==> src/rtl/bilinear_demosaicing_3x3_csr_pkg.sv <==
// Register indices of the bilinear_demosaicing_3x3 CSR slave.
package bilinear_demosaicing_3x3_csr_pkg;
  localparam int unsigned EN_CR_IDX      = 0;
  localparam int unsigned PATTERN_CR_IDX = 1;
endpackage

==> src/rtl/demosaicing_cfg_sequencer_pkg.sv <==
// Types, register aliases and address/data helpers for demosaicing_cfg_sequencer.
package demosaicing_cfg_sequencer_pkg;
  typedef enum logic [2:0] {
    ST_IDLE,
    ST_WAIT_SYNC,
    ST_WR,
    ST_B,
    ST_AR,
    ST_R,
    ST_DONE
  } state_t;

  localparam int unsigned EN_CR_IDX      = bilinear_demosaicing_3x3_csr_pkg::EN_CR_IDX;
  localparam int unsigned PATTERN_CR_IDX = bilinear_demosaicing_3x3_csr_pkg::PATTERN_CR_IDX;
  localparam logic [1:0]  OKAY           = 2'b00;

  // idx 0 selects EN_CR, idx 1 selects PATTERN_CR
  function automatic logic [31:0] cr_addr(input logic [31:0] base, input logic idx);
    int unsigned reg_idx;
    reg_idx = idx ? PATTERN_CR_IDX : EN_CR_IDX;
    return base + (32'(reg_idx) << 2);
  endfunction

  function automatic logic [31:0] cr_value(input logic idx, input logic en,
                                           input logic [1:0] pattern);
    return idx ? {30'd0, pattern} : {31'd0, en};
  endfunction
endpackage

==> src/rtl/axi4_lite_if.sv <==
// 32-bit AXI4-Lite bundle with master and slave views.
interface axi4_lite_if;
  logic        awvalid;
  logic        awready;
  logic [31:0] awaddr;
  logic [2:0]  awprot;
  logic        wvalid;
  logic        wready;
  logic [31:0] wdata;
  logic [3:0]  wstrb;
  logic        bvalid;
  logic        bready;
  logic [1:0]  bresp;
  logic        arvalid;
  logic        arready;
  logic [31:0] araddr;
  logic [2:0]  arprot;
  logic        rvalid;
  logic        rready;
  logic [31:0] rdata;
  logic [1:0]  rresp;

  modport master (
    output awvalid, awaddr, awprot, wvalid, wdata, wstrb, bready,
           arvalid, araddr, arprot, rready,
    input  awready, wready, bvalid, bresp, arready, rvalid, rdata, rresp
  );

  modport slave (
    input  awvalid, awaddr, awprot, wvalid, wdata, wstrb, bready,
           arvalid, araddr, arprot, rready,
    output awready, wready, bvalid, bresp, arready, rvalid, rdata, rresp
  );
endinterface

==> src/rtl/demosaicing_cfg_sequencer.sv <==
// Writes enable and Bayer pattern to the demosaicing CSR slave at a frame
// boundary, reads both back, and reports mismatch, bus error or timeout.
module demosaicing_cfg_sequencer
  import demosaicing_cfg_sequencer_pkg::*;
#(
  parameter logic [31:0] BASE_ADDR      = 32'h0000_0000,
  parameter bit          SYNC_TO_FRAME  = 1'b1,
  parameter int unsigned TIMEOUT_CYCLES = 1024
) (
  input  logic       clk_i,
  input  logic       rst_i,
  input  logic       cfg_req_i,
  input  logic       cfg_en_i,
  input  logic [1:0] cfg_pattern_i,
  input  logic       frame_sync_i,
  output logic       cfg_busy_o,
  output logic       cfg_done_o,
  output logic       cfg_err_o,
  axi4_lite_if.master csr_o
);
  localparam int unsigned      CNT_W    = $clog2(TIMEOUT_CYCLES + 1);
  localparam logic [CNT_W-1:0] CNT_LAST = CNT_W'(TIMEOUT_CYCLES - 1);

  state_t            state_q, state_d;
  logic              idx_q, idx_d;
  logic              en_q, en_d;
  logic [1:0]        pat_q, pat_d;
  logic              err_q, err_d;
  logic [CNT_W-1:0]  cnt_q, cnt_d;
  logic              aw_done_q, aw_done_d, w_done_q, w_done_d;
  logic              awvalid_q, awvalid_d, wvalid_q, wvalid_d, bready_q, bready_d;
  logic              arvalid_q, arvalid_d, rready_q, rready_d;
  logic [31:0]       awaddr_q, awaddr_d, wdata_q, wdata_d, araddr_q, araddr_d;
  logic              aw_hs, w_hs, timeout, start_wr, start_ar, in_phase;

  assign aw_hs    = awvalid_q & csr_o.awready;
  assign w_hs     = wvalid_q & csr_o.wready;
  assign timeout  = (cnt_q == CNT_LAST);
  assign in_phase = (state_q == ST_WR) || (state_q == ST_B) ||
                    (state_q == ST_AR) || (state_q == ST_R);

  always_comb begin
    state_d   = state_q;
    idx_d     = idx_q;
    en_d      = en_q;
    pat_d     = pat_q;
    err_d     = err_q;
    aw_done_d = aw_done_q;
    w_done_d  = w_done_q;
    awvalid_d = awvalid_q;
    wvalid_d  = wvalid_q;
    bready_d  = bready_q;
    arvalid_d = arvalid_q;
    rready_d  = rready_q;
    awaddr_d  = awaddr_q;
    wdata_d   = wdata_q;
    araddr_d  = araddr_q;
    start_wr  = 1'b0;
    start_ar  = 1'b0;

    unique case (state_q)
      ST_IDLE: begin
        if (cfg_req_i) begin
          en_d  = cfg_en_i;
          pat_d = cfg_pattern_i;
          err_d = 1'b0;
          idx_d = 1'b0;
          if (SYNC_TO_FRAME) state_d = ST_WAIT_SYNC;
          else               start_wr = 1'b1;
        end
      end
      ST_WAIT_SYNC: begin
        if (frame_sync_i) start_wr = 1'b1;
      end
      ST_WR: begin
        // aw and w complete independently; remember each until both are in
        if (aw_hs) begin
          awvalid_d = 1'b0;
          aw_done_d = 1'b1;
        end
        if (w_hs) begin
          wvalid_d = 1'b0;
          w_done_d = 1'b1;
        end
        if ((aw_done_q || aw_hs) && (w_done_q || w_hs)) begin
          state_d  = ST_B;
          bready_d = 1'b1;
        end else if (timeout) begin
          awvalid_d = 1'b0;
          wvalid_d  = 1'b0;
          err_d     = 1'b1;
          state_d   = ST_DONE;
        end
      end
      ST_B: begin
        if (csr_o.bvalid) begin
          bready_d = 1'b0;
          if (csr_o.bresp != OKAY) err_d = 1'b1;
          if (!idx_q) begin
            idx_d    = 1'b1;
            start_wr = 1'b1;
          end else begin
            idx_d    = 1'b0;
            start_ar = 1'b1;
          end
        end else if (timeout) begin
          bready_d = 1'b0;
          err_d    = 1'b1;
          state_d  = ST_DONE;
        end
      end
      ST_AR: begin
        if (csr_o.arready) begin
          arvalid_d = 1'b0;
          rready_d  = 1'b1;
          state_d   = ST_R;
        end else if (timeout) begin
          arvalid_d = 1'b0;
          err_d     = 1'b1;
          state_d   = ST_DONE;
        end
      end
      ST_R: begin
        if (csr_o.rvalid) begin
          rready_d = 1'b0;
          if ((csr_o.rresp != OKAY) || (csr_o.rdata != cr_value(idx_q, en_q, pat_q)))
            err_d = 1'b1;
          if (!idx_q) begin
            idx_d    = 1'b1;
            start_ar = 1'b1;
          end else begin
            state_d = ST_DONE;
          end
        end else if (timeout) begin
          rready_d = 1'b0;
          err_d    = 1'b1;
          state_d  = ST_DONE;
        end
      end
      ST_DONE: state_d = ST_IDLE;
      default: state_d = ST_IDLE;
    endcase

    // address/data are loaded from the next idx so the valids rise registered
    if (start_wr) begin
      state_d   = ST_WR;
      awvalid_d = 1'b1;
      wvalid_d  = 1'b1;
      aw_done_d = 1'b0;
      w_done_d  = 1'b0;
      awaddr_d  = cr_addr(BASE_ADDR, idx_d);
      wdata_d   = cr_value(idx_d, en_d, pat_d);
    end
    if (start_ar) begin
      state_d   = ST_AR;
      arvalid_d = 1'b1;
      araddr_d  = cr_addr(BASE_ADDR, idx_d);
    end

    if ((state_d != state_q) || !in_phase) cnt_d = '0;
    else                                   cnt_d = cnt_q + 1'b1;
  end

  always_ff @(posedge clk_i or posedge rst_i) begin
    if (rst_i) begin
      state_q   <= ST_IDLE;
      idx_q     <= 1'b0;
      en_q      <= 1'b0;
      pat_q     <= '0;
      err_q     <= 1'b0;
      cnt_q     <= '0;
      aw_done_q <= 1'b0;
      w_done_q  <= 1'b0;
      awvalid_q <= 1'b0;
      wvalid_q  <= 1'b0;
      bready_q  <= 1'b0;
      arvalid_q <= 1'b0;
      rready_q  <= 1'b0;
      awaddr_q  <= '0;
      wdata_q   <= '0;
      araddr_q  <= '0;
    end else begin
      state_q   <= state_d;
      idx_q     <= idx_d;
      en_q      <= en_d;
      pat_q     <= pat_d;
      err_q     <= err_d;
      cnt_q     <= cnt_d;
      aw_done_q <= aw_done_d;
      w_done_q  <= w_done_d;
      awvalid_q <= awvalid_d;
      wvalid_q  <= wvalid_d;
      bready_q  <= bready_d;
      arvalid_q <= arvalid_d;
      rready_q  <= rready_d;
      awaddr_q  <= awaddr_d;
      wdata_q   <= wdata_d;
      araddr_q  <= araddr_d;
    end
  end

  assign cfg_busy_o    = (state_q != ST_IDLE);
  assign cfg_done_o    = (state_q == ST_DONE);
  assign cfg_err_o     = err_q;

  assign csr_o.awvalid = awvalid_q;
  assign csr_o.awaddr  = awaddr_q;
  assign csr_o.awprot  = 3'b000;
  assign csr_o.wvalid  = wvalid_q;
  assign csr_o.wdata   = wdata_q;
  assign csr_o.wstrb   = 4'hF;
  assign csr_o.bready  = bready_q;
  assign csr_o.arvalid = arvalid_q;
  assign csr_o.araddr  = araddr_q;
  assign csr_o.arprot  = 3'b000;
  assign csr_o.rready  = rready_q;
endmodule

==> src/flat_wrapper.sv <==
// flat-port wrapper written by rule: the top's interface ports become plain ports
module demosaicing_cfg_sequencer_flat import demosaicing_cfg_sequencer_pkg::*;
#(
  parameter logic [31:0] BASE_ADDR      = 32'h0000_0000,
  parameter bit          SYNC_TO_FRAME  = 1'b1,
  parameter int unsigned TIMEOUT_CYCLES = 1024
)
  (clk_i, rst_i, cfg_req_i, cfg_en_i, cfg_pattern_i, frame_sync_i, cfg_busy_o, cfg_done_o, cfg_err_o, csr_o_awvalid, csr_o_awaddr, csr_o_awprot, csr_o_wvalid, csr_o_wdata, csr_o_wstrb, csr_o_bready, csr_o_arvalid, csr_o_araddr, csr_o_arprot, csr_o_rready, csr_o_awready, csr_o_wready, csr_o_bvalid, csr_o_bresp, csr_o_arready, csr_o_rvalid, csr_o_rdata, csr_o_rresp);
  axi4_lite_if csr_o_i ();
  input  logic clk_i;
  input  logic rst_i;
  input  logic cfg_req_i;
  input  logic cfg_en_i;
  input  logic [1:0] cfg_pattern_i;
  input  logic frame_sync_i;
  output logic cfg_busy_o;
  output logic cfg_done_o;
  output logic cfg_err_o;
  output wire logic [$bits(csr_o_i.awvalid)-1:0] csr_o_awvalid;
  output wire logic [$bits(csr_o_i.awaddr)-1:0] csr_o_awaddr;
  output wire logic [$bits(csr_o_i.awprot)-1:0] csr_o_awprot;
  output wire logic [$bits(csr_o_i.wvalid)-1:0] csr_o_wvalid;
  output wire logic [$bits(csr_o_i.wdata)-1:0] csr_o_wdata;
  output wire logic [$bits(csr_o_i.wstrb)-1:0] csr_o_wstrb;
  output wire logic [$bits(csr_o_i.bready)-1:0] csr_o_bready;
  output wire logic [$bits(csr_o_i.arvalid)-1:0] csr_o_arvalid;
  output wire logic [$bits(csr_o_i.araddr)-1:0] csr_o_araddr;
  output wire logic [$bits(csr_o_i.arprot)-1:0] csr_o_arprot;
  output wire logic [$bits(csr_o_i.rready)-1:0] csr_o_rready;
  input wire logic [$bits(csr_o_i.awready)-1:0] csr_o_awready;
  input wire logic [$bits(csr_o_i.wready)-1:0] csr_o_wready;
  input wire logic [$bits(csr_o_i.bvalid)-1:0] csr_o_bvalid;
  input wire logic [$bits(csr_o_i.bresp)-1:0] csr_o_bresp;
  input wire logic [$bits(csr_o_i.arready)-1:0] csr_o_arready;
  input wire logic [$bits(csr_o_i.rvalid)-1:0] csr_o_rvalid;
  input wire logic [$bits(csr_o_i.rdata)-1:0] csr_o_rdata;
  input wire logic [$bits(csr_o_i.rresp)-1:0] csr_o_rresp;
  assign csr_o_awvalid = csr_o_i.awvalid;
  assign csr_o_awaddr = csr_o_i.awaddr;
  assign csr_o_awprot = csr_o_i.awprot;
  assign csr_o_wvalid = csr_o_i.wvalid;
  assign csr_o_wdata = csr_o_i.wdata;
  assign csr_o_wstrb = csr_o_i.wstrb;
  assign csr_o_bready = csr_o_i.bready;
  assign csr_o_arvalid = csr_o_i.arvalid;
  assign csr_o_araddr = csr_o_i.araddr;
  assign csr_o_arprot = csr_o_i.arprot;
  assign csr_o_rready = csr_o_i.rready;
  assign csr_o_i.awready = csr_o_awready;
  assign csr_o_i.wready = csr_o_wready;
  assign csr_o_i.bvalid = csr_o_bvalid;
  assign csr_o_i.bresp = csr_o_bresp;
  assign csr_o_i.arready = csr_o_arready;
  assign csr_o_i.rvalid = csr_o_rvalid;
  assign csr_o_i.rdata = csr_o_rdata;
  assign csr_o_i.rresp = csr_o_rresp;
  demosaicing_cfg_sequencer #(.BASE_ADDR(BASE_ADDR), .SYNC_TO_FRAME(SYNC_TO_FRAME), .TIMEOUT_CYCLES(TIMEOUT_CYCLES)) u_core (.clk_i(clk_i), .rst_i(rst_i), .cfg_req_i(cfg_req_i), .cfg_en_i(cfg_en_i), .cfg_pattern_i(cfg_pattern_i), .frame_sync_i(frame_sync_i), .cfg_busy_o(cfg_busy_o), .cfg_done_o(cfg_done_o), .cfg_err_o(cfg_err_o), .csr_o(csr_o_i));
endmodule
==> config.mk <==
export PLATFORM = sky130hd
export DESIGN_NAME = demosaicing_cfg_sequencer_flat
export DESIGN_NICKNAME = d
export VERILOG_FILES = /design/src/rtl/bilinear_demosaicing_3x3_csr_pkg.sv /design/src/rtl/demosaicing_cfg_sequencer_pkg.sv /design/src/rtl/axi4_lite_if.sv /design/src/rtl/demosaicing_cfg_sequencer.sv /design/src/flat_wrapper.sv
export SDC_FILE = /design/constraint.sdc
export NUM_CORES = 1
export LEC_CHECK = 0
export ABC_AREA = 1
export CORE_MARGIN = 2
export CORE_UTILIZATION = 34
export CTS_CLUSTER_DIAMETER = 80
export DETAILED_ROUTE_END_ITERATION = 6
export GPL_TIMING_DRIVEN = 1
export PLACE_DENSITY = 0.89
export SYNTH_ARGS = -nofsm -noshare
export SYNTH_HDL_FRONTEND = slang
export SYNTH_SLANG_ARGS = --single-unit
==> constraint.sdc <==
create_clock -name clk_i -period 1.65 [get_ports clk_i]
set_input_delay 0.33 -clock clk_i [delete_from_list [all_inputs] [get_ports clk_i]]
set_output_delay 0.33 -clock clk_i [all_outputs]
set_load 0.01 [all_outputs]
==> flow_metrics.env <==
export IMPL_violations="negative setup slack"
export IMPL_setup_viol=18
export IMPL_power_mw=5.034
export IMPL_power_frac_comb_pct=63.4
export IMPL_synth_edff_count=0
export IMPL_port_buffers=59
export IMPL_critPathLaunchType="flip-flop"
export IMPL_dp_hpwl_mm=4.614
export IMPL_async_reset_ff_share_pct=100.0
export IMPL_drt_total_wl_mm=6.562
export IMPL_setup_slack_ns=-0.3049
export IMPL_finalHoldViolations=0
export IMPL_max_stage_delay_ns=0.40
export IMPL_cts_tree="yes"
export IMPL_p_int_mw=2.913
export IMPL_crit_slowest_cell="dfrtp_1"
export IMPL_final_cell_mix="102 x conb_1, 57 x clkdlybuf4s50_1, 56 x buf_4, 52 x nand2_1, 29 x dfrtp_1"
export IMPL_die_h_um=90.58
export IMPL_final_antenna_net_count=0
export IMPL_syn_area_mm2=0.002549
export IMPL_ir_drop_mv=1.074
export IMPL_antenna_found_initial=0
export IMPL_gr_total_overflow=0
export IMPL_stdcell_area_mm2=0.003613
export IMPL_crit_type="reg2reg"
export IMPL_ys_types=32
export IMPL_drt_iter0_drc=132
export IMPL_fin_skew_ns=0.01106
export IMPL_synth_flop_cell="dfrtp_1"
export IMPL_clk_insertion_delay_late_ns=0.28
export IMPL_p_sw_mw=2.120
export IMPL_path_max_fanout=6
export IMPL_dpl_instance_area_mm2=0.003242
export IMPL_grt_usage_pct=13.87
export IMPL_utilization_pct=49.82
export IMPL_via_per_inst=4.119
export IMPL_cts_buffers=5
export IMPL_drv_slew=0
export IMPL_final_common_cell="conb_1"
export IMPL_gp_congestion=0.8531
export IMPL_p_leak_nw=1.810
export IMPL_post_route_period_util_pct=118.5
export IMPL_grt_start_max_net_pins=31
export IMPL_p_sw_share_pct=42.12
export IMPL_diodes=0
export IMPL_drc=0
export IMPL_cts_root_buf="clkbuf_8"
export IMPL_clock_path_buffers=2
export IMPL_ys_ff_latch=30
export IMPL_start_util_pct=35.14
export IMPL_core_area_mm2=0.007253
export IMPL_area_growth_syn_to_layout_pct=41.78
export IMPL_clock_power_share_pct=14.5
export IMPL_outcome="finished, violations left"
export IMPL_synth_cells=328
export IMPL_nets=504
export IMPL_die_x_um=90.58
export IMPL_layout_min_cycle_time_ns=1.955
export IMPL_cts_htree_levels=2
export IMPL_pre_cts_ws_ns=-0.4637
export IMPL_power_density_mw_per_mm2=1393
export IMPL_io_pins=162
export IMPL_drive_gt1_share_pct=26.43
export IMPL_ys_warn_count=0
export IMPL_crit_path_cell_trace="ha_2 > nand2_2 > nor2_4 > nand3_4 > nand2_1 > a21oi_2 > nand3_2 > nand2_1 > nand2_1 > nand2_2 > nand3_4 > clkbuf_16 > nor2_4"
export IMPL_p_seq_share_pct=22.1
export IMPL_dr_pass1_iters=4
export IMPL_grt_pass1_wl_mm=9.335
export IMPL_maxCapViolations=0
export IMPL_crit_path_frequent_cell="nand2_1"
export IMPL_grt_setup_unrepaired="yes"
export IMPL_cp_data_required_time_ns=1.87
export IMPL_wl_per_cell_um=11.87
export IMPL_via_count=2278
export IMPL_cts_hold_buf=0
export IMPL_endpoint_kind="flip-flop"
export IMPL_yosysSeqAreaShare_pct=29.46
export IMPL_dieArea_mm2=0.008205
export IMPL_avgSynthCellArea_um2=7.770
export IMPL_grt_pass1_vias=1994
export IMPL_row_count=31
export IMPL_hold_class="in2async"
export IMPL_critPathArrivalTime_ns=2.18
export IMPL_max_freq_mhz=511.5
export IMPL_path_clk_slew_ns=0.07
export IMPL_cts_sink_count=30
-- per-stage QoR --
step                      instances  setup TNS, ns  hold slack, ns
after floorplan                 428        -0.3099          0.4208
after global placement          529         -4.979          0.4596
after detailed placement        529         -6.981          0.4574
after CTS                       543         -1.801          0.4263
after global routing            553         -6.063          0.4876
final                           553         -3.909          0.4198
-- flip-flops by register name, summed over array words and instances (netlist names) --
register,count
u_core.cnt_q,11
u_core.state_q,3
u_core.csr_o.wdata,2
u_core.pat_q,2
u_core.aw_done_q,1
u_core.cfg_err_o,1
u_core.csr_o.araddr,1
u_core.csr_o.arvalid,1
u_core.csr_o.awaddr,1
u_core.csr_o.awvalid,1
u_core.csr_o.bready,1
u_core.csr_o.rready,1
u_core.csr_o.wvalid,1
u_core.en_q,1
u_core.idx_q,1
u_core.w_done_q,1
-- area by class of cell --
cell class                 count  area, um^2
sequential                    30       752.0
clock inverter                 3       40.04
timing repair buffer         121        1091
multi-input combinational    267        1433
clock buffer                   5       68.82
inverter                      28       105.1
fill                         629        3640
tap                           99       123.9
-- critical path: cells and delay by family (launching register included) --
family / cells / cell delay [ns]
AND/OR/NAND/NOR: 10 / 0.91
AO/OA/AOI/OAI: 1 / 0.19
adder cells (fa/ha/maj): 1 / 0.20
buffers and inverters: 1 / 0.19
flip-flops: 1 / 0.40
-- final timing paths --
kind	start	to	slack, ns	cells after the start
max reg2reg	u_core.cnt_q[0]$_DFF_PP0_	u_core.cnt_q[0]$_DFF_PP0_	-0.30	13
max in group asynchronous	rst_i	u_core.state_q[1]$_DFF_PP0_	0.92	3
min	rst_i	u_core.csr_o.araddr[2]$_DFFE_PP0P_	0.42	3
min reg2reg	u_core.csr_o.araddr[2]$_DFFE_PP0P_	u_core.csr_o.araddr[2]$_DFFE_PP0P_	0.48	2
min in group clk_i	u_core.csr_o.araddr[2]$_DFFE_PP0P_	u_core.csr_o.araddr[2]$_DFFE_PP0P_	0.48	2
max	u_core.cnt_q[0]$_DFF_PP0_	u_core.cnt_q[0]$_DFF_PP0_	-0.30	13
-- power by group through the flow --
stage	registers, mW	logic [mW]	clock network (mW)
after global placement	1.11	2.47	0
after floorplan	1.15	1.46	0
final	1.11	3.19	0.729
after global routing	1.13	3.45	0.781
after CTS	1.10	2.63	0.745
after detailed placement	1.12	2.55	0
-- cells in the mapped netlist (2+ instances only) --
| cell type | number | area, um^2 |
|---|---|---|
| buf_4 | 102 | 765.7 |
| nand2_1 | 60 | 225.2 |
| dfrtp_1 | 30 | 750.7 |
| inv_1 | 23 | 86.33 |
| nor2_1 | 16 | 60.06 |
| nor2_2 | 13 | 81.33 |
| o21ai_0 | 12 | 60.06 |
| nand3_1 | 11 | 55.05 |
| a21oi_1 | 8 | 40.04 |
| nor4_1 | 6 | 37.54 |
| xor2_1 | 6 | 52.55 |
| inv_2 | 5 | 18.77 |
| nand3_2 | 4 | 40.04 |
| xnor2_1 | 4 | 35.03 |
| ha_1 | 3 | 37.54 |
| nand4_1 | 3 | 18.77 |
| nor3_1 | 3 | 15.01 |
| and2_1 | 2 | 12.51 |
| conb_1 | 2 | 7.510 |
| nand2_2 | 2 | 12.51 |
| o211ai_1 | 2 | 15.01 |
-- cells by family (layout without fill, tap and decap cells) --
kind of cell    after synthesis  after routing  share of synthesized area, %
buf+inv                     131            157                         34.61
other cells                   2            102                        0.2947
xor+xnor                     10             10                         3.436
simple gates                124            124                         23.52
fa+ha+maj                     3              3                         1.473
compound gates               28             28                         7.217
flops                        30             30                         29.46
-- layer usage --
layer | vias up | GRT usage, % | wire length (um)
met5 | - | 0 | 0
met3 | 14 | 3.005 | 445
met2 | 119 | 24.75 | 3459
li1 | 1084 | - | -
met1 | 1061 | 17.10 | 2529
met4 | 0 | 2.949 | 128
-- repair_timing --
item | CTS | global route
hold endpoints to repair | 0 | 0
setup endpoints to repair | 17 | 20
pin swaps | 2 | 14
buffers inserted | 6 | 9
gates resized for setup | 8 | 36
gates cloned | 0 | 1
No activity file was read; power rests on OpenSTA's default activity.
